File: src/rtl/ball_collision.sv
// Ball collision detector: wall/paddle contact, crash pulses with per-axis holdoff,
// miss tracking, scores and game-over latch.
module ball_collision #(
    parameter int SCREEN_W    = 640,
    parameter int SCREEN_H    = 480,
    parameter int BALL_SIZE   = 8,
    parameter int WALL_MARGIN = 2,
    parameter int PADDLE_L_X  = 16,
    parameter int PADDLE_R_X  = 616,
    parameter int PADDLE_W    = 8,
    parameter int PADDLE_H    = 64,
    parameter int HOLDOFF     = 4,
    parameter int SCORE_MAX   = 9
) (
    input  logic       iVGA_CLK,
    input  logic       iRST_n,
    input  logic [9:0] iBall_x,
    input  logic [9:0] iBall_y,
    input  logic [9:0] iPaddleL_y,
    input  logic [9:0] iPaddleR_y,
    output logic [3:0] oCrash,
    output logic       oMiss,
    output logic [3:0] oScoreL,
    output logic [3:0] oScoreR,
    output logic       oGameOver
);

    // state     | meaning
    // PLAY      | normal detection, misses score
    // MISS_HOLD | a miss just scored; further misses ignored for HOLDOFF cycles
    // OVER      | a score reached SCORE_MAX; scores frozen, bouncing continues
    typedef enum logic [1:0] {PLAY, MISS_HOLD, OVER} state_t;

    localparam logic [10:0] L_WM     = 11'(WALL_MARGIN);
    localparam logic [10:0] L_BS     = 11'(BALL_SIZE);
    localparam logic [10:0] L_DOWN   = 11'(SCREEN_H - WALL_MARGIN);
    localparam logic [10:0] L_RWALL  = 11'(SCREEN_W - WALL_MARGIN);
    localparam logic [10:0] L_PLX    = 11'(PADDLE_L_X);
    localparam logic [10:0] L_PL_END = 11'(PADDLE_L_X + PADDLE_W);
    localparam logic [10:0] L_PRX    = 11'(PADDLE_R_X);
    localparam logic [10:0] L_PR_END = 11'(PADDLE_R_X + PADDLE_W);
    localparam logic [10:0] L_PH     = 11'(PADDLE_H);
    localparam logic [10:0] L_UF     = 11'd1000;
    localparam logic [3:0]  L_HOLD   = 4'(HOLDOFF);
    localparam logic [3:0]  L_SMAX   = 4'(SCORE_MAX);

    state_t     state;
    logic [3:0] hold_x, hold_y, miss_cnt;

    logic [10:0] x11, y11, pl11, pr11;
    logic ux, uy, up_c, down_c, vert_l, vert_r, hit_l, hit_r, wall_l, wall_r;
    logic crash_l, crash_r, crash_u, crash_d, miss_l, miss_r;

    // Sums are 11 bits so ball+size and paddle+height never wrap.
    always_comb begin
        x11     = {1'b0, iBall_x};
        y11     = {1'b0, iBall_y};
        pl11    = {1'b0, iPaddleL_y};
        pr11    = {1'b0, iPaddleR_y};
        ux      = x11 >= L_UF;
        uy      = y11 >= L_UF;
        up_c    = (y11 <= L_WM) || uy;
        down_c  = (y11 + L_BS >= L_DOWN) && !uy;
        vert_l  = (y11 + L_BS > pl11) && (y11 < pl11 + L_PH);
        vert_r  = (y11 + L_BS > pr11) && (y11 < pr11 + L_PH);
        hit_l   = (x11 <= L_PL_END) && (x11 + L_BS > L_PLX) && vert_l;
        hit_r   = (x11 + L_BS >= L_PRX) && (x11 < L_PR_END) && vert_r;
        wall_l  = (x11 <= L_WM) || ux;
        wall_r  = x11 + L_BS >= L_RWALL;
        crash_l = (hold_x == 4'd0) && (hit_l || wall_l);
        crash_r = (hold_x == 4'd0) && !(hit_l || wall_l) && (hit_r || wall_r);
        crash_u = (hold_y == 4'd0) && up_c;
        crash_d = (hold_y == 4'd0) && !up_c && down_c;
        miss_l  = crash_l && !hit_l;
        miss_r  = crash_r && !hit_r;
    end

    always_ff @(posedge iVGA_CLK or negedge iRST_n) begin
        if (!iRST_n) begin
            state     <= PLAY;
            hold_x    <= 4'd0;
            hold_y    <= 4'd0;
            miss_cnt  <= 4'd0;
            oCrash    <= 4'd0;
            oMiss     <= 1'b0;
            oScoreL   <= 4'd0;
            oScoreR   <= 4'd0;
            oGameOver <= 1'b0;
        end else begin
            oCrash <= {crash_l, crash_r, crash_u, crash_d};
            oMiss  <= 1'b0;

            if (crash_l || crash_r)    hold_x <= L_HOLD;
            else if (hold_x != 4'd0)   hold_x <= hold_x - 4'd1;

            if (crash_u || crash_d)    hold_y <= L_HOLD;
            else if (hold_y != 4'd0)   hold_y <= hold_y - 4'd1;

            case (state)
                PLAY: begin
                    if (miss_l || miss_r) begin
                        oMiss    <= 1'b1;
                        miss_cnt <= L_HOLD;
                        state    <= (L_HOLD == 4'd0) ? PLAY : MISS_HOLD;
                        if (miss_l && oScoreR < L_SMAX) begin
                            oScoreR <= oScoreR + 4'd1;
                            if (oScoreR + 4'd1 == L_SMAX) begin
                                state     <= OVER;
                                oGameOver <= 1'b1;
                            end
                        end
                        if (miss_r && oScoreL < L_SMAX) begin
                            oScoreL <= oScoreL + 4'd1;
                            if (oScoreL + 4'd1 == L_SMAX) begin
                                state     <= OVER;
                                oGameOver <= 1'b1;
                            end
                        end
                    end
                end
                MISS_HOLD: begin
                    if (miss_cnt <= 4'd1) begin
                        miss_cnt <= 4'd0;
                        state    <= PLAY;
                    end else begin
                        miss_cnt <= miss_cnt - 4'd1;
                    end
                end
                OVER: begin
                    oGameOver <= 1'b1;
                end
                default: state <= PLAY;
            endcase
        end
    end

endmodule

File: config.mk
export PLATFORM = sky130hd
export DESIGN_NAME = ball_collision
export DESIGN_NICKNAME = d
export VERILOG_FILES = /design/src/rtl/ball_collision.sv
export SDC_FILE = /design/constraint.sdc
export NUM_CORES = 1
export LEC_CHECK = 0
export CORE_ASPECT_RATIO = 0.8
export CORE_MARGIN = 2
export CORE_UTILIZATION = 40
export CTS_BUF_LIST = sky130_fd_sc_hd__clkbuf_16
export CTS_CLUSTER_DIAMETER = 80
export CTS_CLUSTER_SIZE = 8
export DETAILED_ROUTE_END_ITERATION = 8
export GPL_ROUTABILITY_DRIVEN = 1
export PLACE_DENSITY_LB_ADDON = 0.05
export SETUP_SLACK_MARGIN = 0.5
export SYNTH_ARGS = -nofsm -noshare
export SYNTH_HDL_FRONTEND = slang
export SYNTH_SLANG_ARGS = --single-unit
File: constraint.sdc
create_clock -name iVGA_CLK -period 4.1 [get_ports iVGA_CLK]
set_input_delay 0.82 -clock iVGA_CLK [delete_from_list [all_inputs] [get_ports iVGA_CLK]]
set_output_delay 0.82 -clock iVGA_CLK [all_outputs]
set_load 0.1 [all_outputs]
Word level (Yosys, flattened, before mapping)
Index checks and enable logic that the tools add are counted.
- bits of input ports: 42
- latch bits: 0
- output and inout port bits: 14
- memories kept: 0
- RAM bits: 0
- register bits: 28
- memory bits (read-only): 0
- reductions and logical operators: 43
- order comparisons: 17
- add/subtract/negate cells: 9
- bitwise operators: 1
- equality and inequality tests: 6
- div/mod/pow operators: 0
- multipliers: 0
- muxes and demuxes: 22
- shift-type cells: 0
- operators by type and width (kind ; number):
    2-to-1 mux 4 bit ; 6
    adder 10 x 4 -> 11 bit, second input constant ; 2
    adder 10 x 7 -> 11 bit, second input constant ; 2
    greater-or-equal comparator 11 x 10 -> 1 bit, second input constant ; 2
    greater-than comparator 11 x 10 -> 1 bit ; 2
    < comparator 10 x 11 -> 1 bit ; 2
    greater-or-equal comparator 10 bit, second input constant ; 2
    <= comparator 10 x 2 -> 1 bit, second input constant ; 2
    logical AND 1 bit ; 17
    2-to-1 mux 2 bit ; 6
    subtractor 4 x 1 -> 4 bit, second input constant ; 3
    greater-or-equal comparator 11 x 9 -> 1 bit, second input constant ; 1
    greater-than comparator 11 x 5 -> 1 bit, second input constant ; 1
    <= comparator 10 x 5 -> 1 bit, second input constant ; 1
    < comparator 10 bit, second input constant ; 1
    AND reduction 3 bit ; 3
    adder 4 x 1 -> 4 bit, second input constant ; 2
    equality test 4 bit, second input constant ; 2
    logical NOT 4 bit ; 2
    < comparator 4 bit, second input constant ; 2
    one-hot mux 4 bit (2 select lines) ; 1
    nonzero test 2 bit ; 4
    nonzero test 4 bit ; 2
    logical OR 1 bit ; 7
    other kinds (11) ; 23

Logic depth before layout (Yosys ltp)
- word-level depth: 13
- mapped depth: 11

Least setup slack after synthesis
No wires, ideal clock.
- kind: in2reg
- start point: input iBall_y[3]
- end point: register oScoreL[1]
- data arrival time: 3.177 ns
- stages on the path: 10
- slack: 0.797 ns
- path through: ha_1 > xor2_1 > ha_1 > and4_1 > a21boi_1 > o31a_1 > o211a_4 > a211oi_4 > nand4_2 > mux2_4
- longest elaborated chain between the ends: 11
- elaborated cells on any way between the ends: 22
- RTL lines (item ; RTL line ; source):
    start, declared ; 18 ; input logic [9:0] iBall_y,
    adder 10 x 4 -> 11 bit ; 64, 65 ;
    greater-than comparator 11 x 10 -> 1 bit ; 64 ; vert_l = (y11 + L_BS > pl11) && (y11 < pl11 + L_PH);
    logical AND 1 bit ; 64 ;
    logical AND 1 bit ; 66 ; hit_l = (x11 <= L_PL_END) && (x11 + L_BS > L_PLX) && vert_l;
    logical OR 1 bit ; 70, 71 ;
    logical NOT 1 bit ; 71 ; crash_r = (hold_x == 4'd0) && !(hit_l || wall_l) && (hit_r || wall_r);
    logical AND 1 bit (2 in a row) ; 71 ;
    logical AND 1 bit ; 75 ; miss_r = crash_r && !hit_r;
    logical OR 1 bit or logical AND 1 bit (tied branches) ; 101, 112 ;
    AND reduction 3 bit (no source line) * ; n/a ;
    end signal, assigned ; 113 ; oScoreL <= oScoreL + 4'd1;
    end, declared ; 23 ; output logic [3:0] oScoreL,
Mark *: on every way between the ends. The rest lies on a longest branch, timed or not.
A chain may end at the register's enable or synchronous reset.

Worst setup path after layout
- start point: input iBall_y[9]
- end point: register miss_cnt[2]
- longest elaborated chain between the ends: 12
- elaborated cells on any way between the ends: 22
- RTL lines (item ; RTL line ; source):
    adder 10 x 4 -> 11 bit ; 64, 65 ;
    greater-than comparator 11 x 10 -> 1 bit ; 64 ;
    logical AND 1 bit ; 64 ;
    logical AND 1 bit ; 66 ;
    logical OR 1 bit ; 70, 71 ;
    logical NOT 1 bit ; 71 ;
    logical AND 1 bit (2 in a row) ; 71 ;
    logical AND 1 bit ; 75 ;
    logical OR 1 bit * ; 101 ; if (miss_l || miss_r) begin
    inequality test 2 bit (no source line) * ; n/a ;
    AND reduction 2 bit (no source line) * ; n/a ;
    end signal, assigned ; 126 ; miss_cnt <= miss_cnt - 4'd1;
    end, declared ; 48 ; logic [3:0] hold_x, hold_y, miss_cnt;
Marks and branches as above.

==> impl_metrics.json <==
{
  "swShare": 0.356,
  "hold-path-cell-count": 1,
  "holdCritPathClass": "reg -> reg",
  "grt_max_degree": 29,
  "internal-power_mw": 0.665,
  "syn_avg_cell_area_um2": 8.73,
  "timing.fmax_ghz": 0.291,
  "numCtsBuffers": 3,
  "period_share": 0.839,
  "grt_pass1_wl_um": 12300,
  "worstMarginPinSlew_ns": 0.989,
  "fin_area_um2": 4040,
  "hold_viol": 0,
  "grt_pass1_vias": 2547,
  "path_clk_slew_ns": 0.07,
  "path_max_fanout": 5,
  "cpMaxStageDelayCell": "clkdlybuf4s50_1",
  "maxCapViolCount": 0,
  "rsz0062_at_grt": "false",
  "fp-row-count": 28,
  "relSlewSlack": 0.339,
  "gp_congestion": 0.886,
  "die-area_um2": 8130,
  "p_sw_mw": 0.368,
  "nets": 520,
  "crit_arrival_ns": 3.59,
  "routed_wirelength_um": 7720,
  "p_comb_frac": 0.443,
  "setup_ws_ns": 0.660,
  "ys_seq_area_frac": 0.236,
  "startpoint_type": "input port",
  "fin_worst_skew_ns": 0.00776,
  "syn2layout_area_growth_pct": 36.1,
  "dr.first_iter.drc_count": 86,
  "fill_cells": 688,
  "die_h_um": 81.1,
  "multi_input_area_um2": 2230,
  "syn_area_um2": 2970,
  "path_cells": "clkdlybuf4s50_1, xnor2_2, ha_4, nand3_2, a211oi_4, a2111oi_4, buf_4, a2111oi_4, a21oi_2, buf_4, and2_4, a221o_1",
  "drive_above_1_share": 0.144,
  "synth_ff_type": "dfrtp_1",
  "start_util": 0.407,
  "ir_worst_vdd_v": 0.000172,
  "dpl-instance-area_um2": 3770,
  "max_stage_delay_ns": 0.58,
  "post-route-min-period_ns": 3.44,
  "finalNonFillerCells": 514,
  "clock_latency_ns": 0.26,
  "place_inst": 503,
  "dpl.hpwl_um": 6240,
  "dp_worst_setup_slack_ns": -0.0450,
  "synth-async-reset-ratio": 1.00,
  "ios": 56,
  "power_frac_clock": 0.215,
  "cts_tree": "built",
  "synth-edff-count": 0,
  "power_density_nw_per_um2": 256,
  "antenna_found_initial": 0,
  "via_count": 2775,
  "slew_viol_final": 0,
  "io_buffers": 55,
  "overflow": 0,
  "avgRoutedWirePerCell_um": 15.0,
  "cts.sinks": 28,
  "via_per_inst": 5.40,
  "run_status": "complete, no violations",
  "yosysUniqueCellTypes": 61,
  "diodes": 0,
  "seqPwrFrac": 0.342,
  "register_area_um2": 701,
  "die_w_um": 100,
  "first_pass_iters": 4,
  "cp.required_ns": 4.25,
  "fp.coreArea_um2": 7290,
  "path_class": "in -> reg",
  "synth_cells": 340,
  "synth_warnings": 0,
  "p_leak_nw": 1.91,
  "cts.path.max_buffers": 2,
  "synthesis.nets": 435,
  "reg2reg_depth": 6,
  "htree_levels": 1,
  "synth_seq_cells": 28,
  "setup_viol": 0,
  "ant_nets": 0,
  "endpoint_kind": "flop",
  "drc": 0,
  "ctsRootBufferMaster": "clkbuf_16",
  "ctsHoldBuffers": 0,
  "track_usage": 0.189
}
## layout make-up
class                           instances  area share
Clock inverter                          1    0.000929
Multi-Input combinational cell        269       0.552
Clock buffer                            3      0.0186
Inverter                               42      0.0390
Sequential cell                        28       0.173
Timing Repair Buffer                   81       0.188
Tap cell                               90      0.0279
## cell families after synthesis
family	synth area share
fa+ha+maj	0.223
buf+inv	0.0548
flops	0.236
mux	0.00885
xor+xnor	0.0413
compound gates	0.240
simple gates	0.196
## layer usage
layer / vias up / GRT usage / share of wire
met2: 48 / 0.286 / 0.42
met1: 1294 / 0.292 / 0.54
met3: 8 / 0.0267 / 0.035
met4: 0 / 0.0219 / 0.0076
met5: - / 0 / 0
li1: 1425 / - / -
## worst paths after layout
kind,start,to,slack (ns)
worst max-delay path,iBall_y[9],miss_cnt[2],0.66
worst min-delay path,hold_x[3],hold_x[3],0.51
worst max register to register,hold_x[0],state[0],2.27
worst min register to register,hold_x[3],hold_x[3],0.51
max in group asynchronous,iRST_n,hold_x[0],2.89
min in group asynchronous,iRST_n,hold_y[2],0.92
## cells in the mapped netlist (2+ instances only)
master	n	area [um^2]
and2_1	4	25.0
a211oi_1	4	30.0
o21ai_0	15	75.1
nor2_1	16	60.1
nor3b_1	5	37.5
a32o_1	3	30.0
a211oi_4	2	40.0
o211ai_1	3	22.5
inv_1	42	158
a32oi_1	2	17.5
ha_1	53	663
nand4_1	4	25.0
nor3_1	11	55.1
a211o_1	2	17.5
xnor2_1	12	105
a31oi_1	9	56.3
nand2_1	20	75.1
or3_1	3	18.8
o31a_1	4	35.0
dfrtp_1	28	701
a21oi_2	2	17.5
nand3b_1	3	22.5
a21boi_1	2	15.0
a21o_1	5	37.5
and3_1	10	62.6
a41oi_1	2	17.5
a21oi_1	15	75.1
xor2_1	2	17.5
o21a_1	2	15.0
nor2b_1	5	31.3
nand4b_1	2	17.5
nand2b_1	2	12.5
o31ai_1	2	15.0
nand3_1	14	70.1
a21boi_0	4	30.0
## sequential cells by signal (all words and copies together) (netlist names)
signal	count
state	2
oGameOver	1
miss_cnt	4
oCrash	4
oScoreL	4
oMiss	1
oScoreR	4
hold_y	4
hold_x	4
## power by group through the flow
stage	clock network, mW	registers, mW	logic [mW]
after global placement	0	0.357	0.417
after floorplan	0	0.377	0.251
final	0.223	0.353	0.457
after CTS	0.235	0.353	0.431
after global routing	0.243	0.359	0.510
after detailed placement	0	0.358	0.424
## timing repair
action / 4_1_cts / 5_1_grt
gates resized for setup: 9 / 28
pin swaps: 2 / 11
gates cloned: 0 / 0
setup buffers: 1 / 6
endpoints found under the setup margin: 18 / 19
## stage by stage
step | power (mW) | TNS, ns | hold slack, ns | util
2_1_floorplan | 0.628 | 0 | 0.464 | -
3_3_place_gp | 0.774 | 0 | 0.487 | 0.517
3_5_place_dp | 0.783 | -0.0474 | 0.494 | 0.517
4_1_cts | 1.02 | 0 | 0.510 | 0.534
5_1_grt | 1.11 | 0 | 0.531 | 0.554
6_report | 1.03 | 0 | 0.509 | 0.554
## cell usage in the layout, fill, tap and decap left out, drive strengths merged, types with 4 or more instances in the layout
cell and n:
a211oi 6, nand3 15, a21oi 17, a21o 5, nor3 11, nor2 17
xnor2 12, and2 4, clkdlybuf4s50 48, dlymetal6s2s 5, nand2 20, nand4 5
buf 26, nor3b 5, ha 53, and3 10, clkbuf 5, dfrtp 28
o31a 4, nor2b 5, a21boi 6, a31oi 9, inv 42, o21ai 15
## critical path: cells and delay by family
| kind | cells | cell delay (ns) |
|---|---|---|
| adders and majority gates | 1 | 0.31 |
| and+or+nand+nor | 2 | 0.27 |
| AOI/OAI and AO/OA | 5 | 1.06 |
| xor gates and xnor gates | 1 | 0.25 |
| buffers and inverters | 3 | 0.89 |
(Power assumes the default switching activity.)
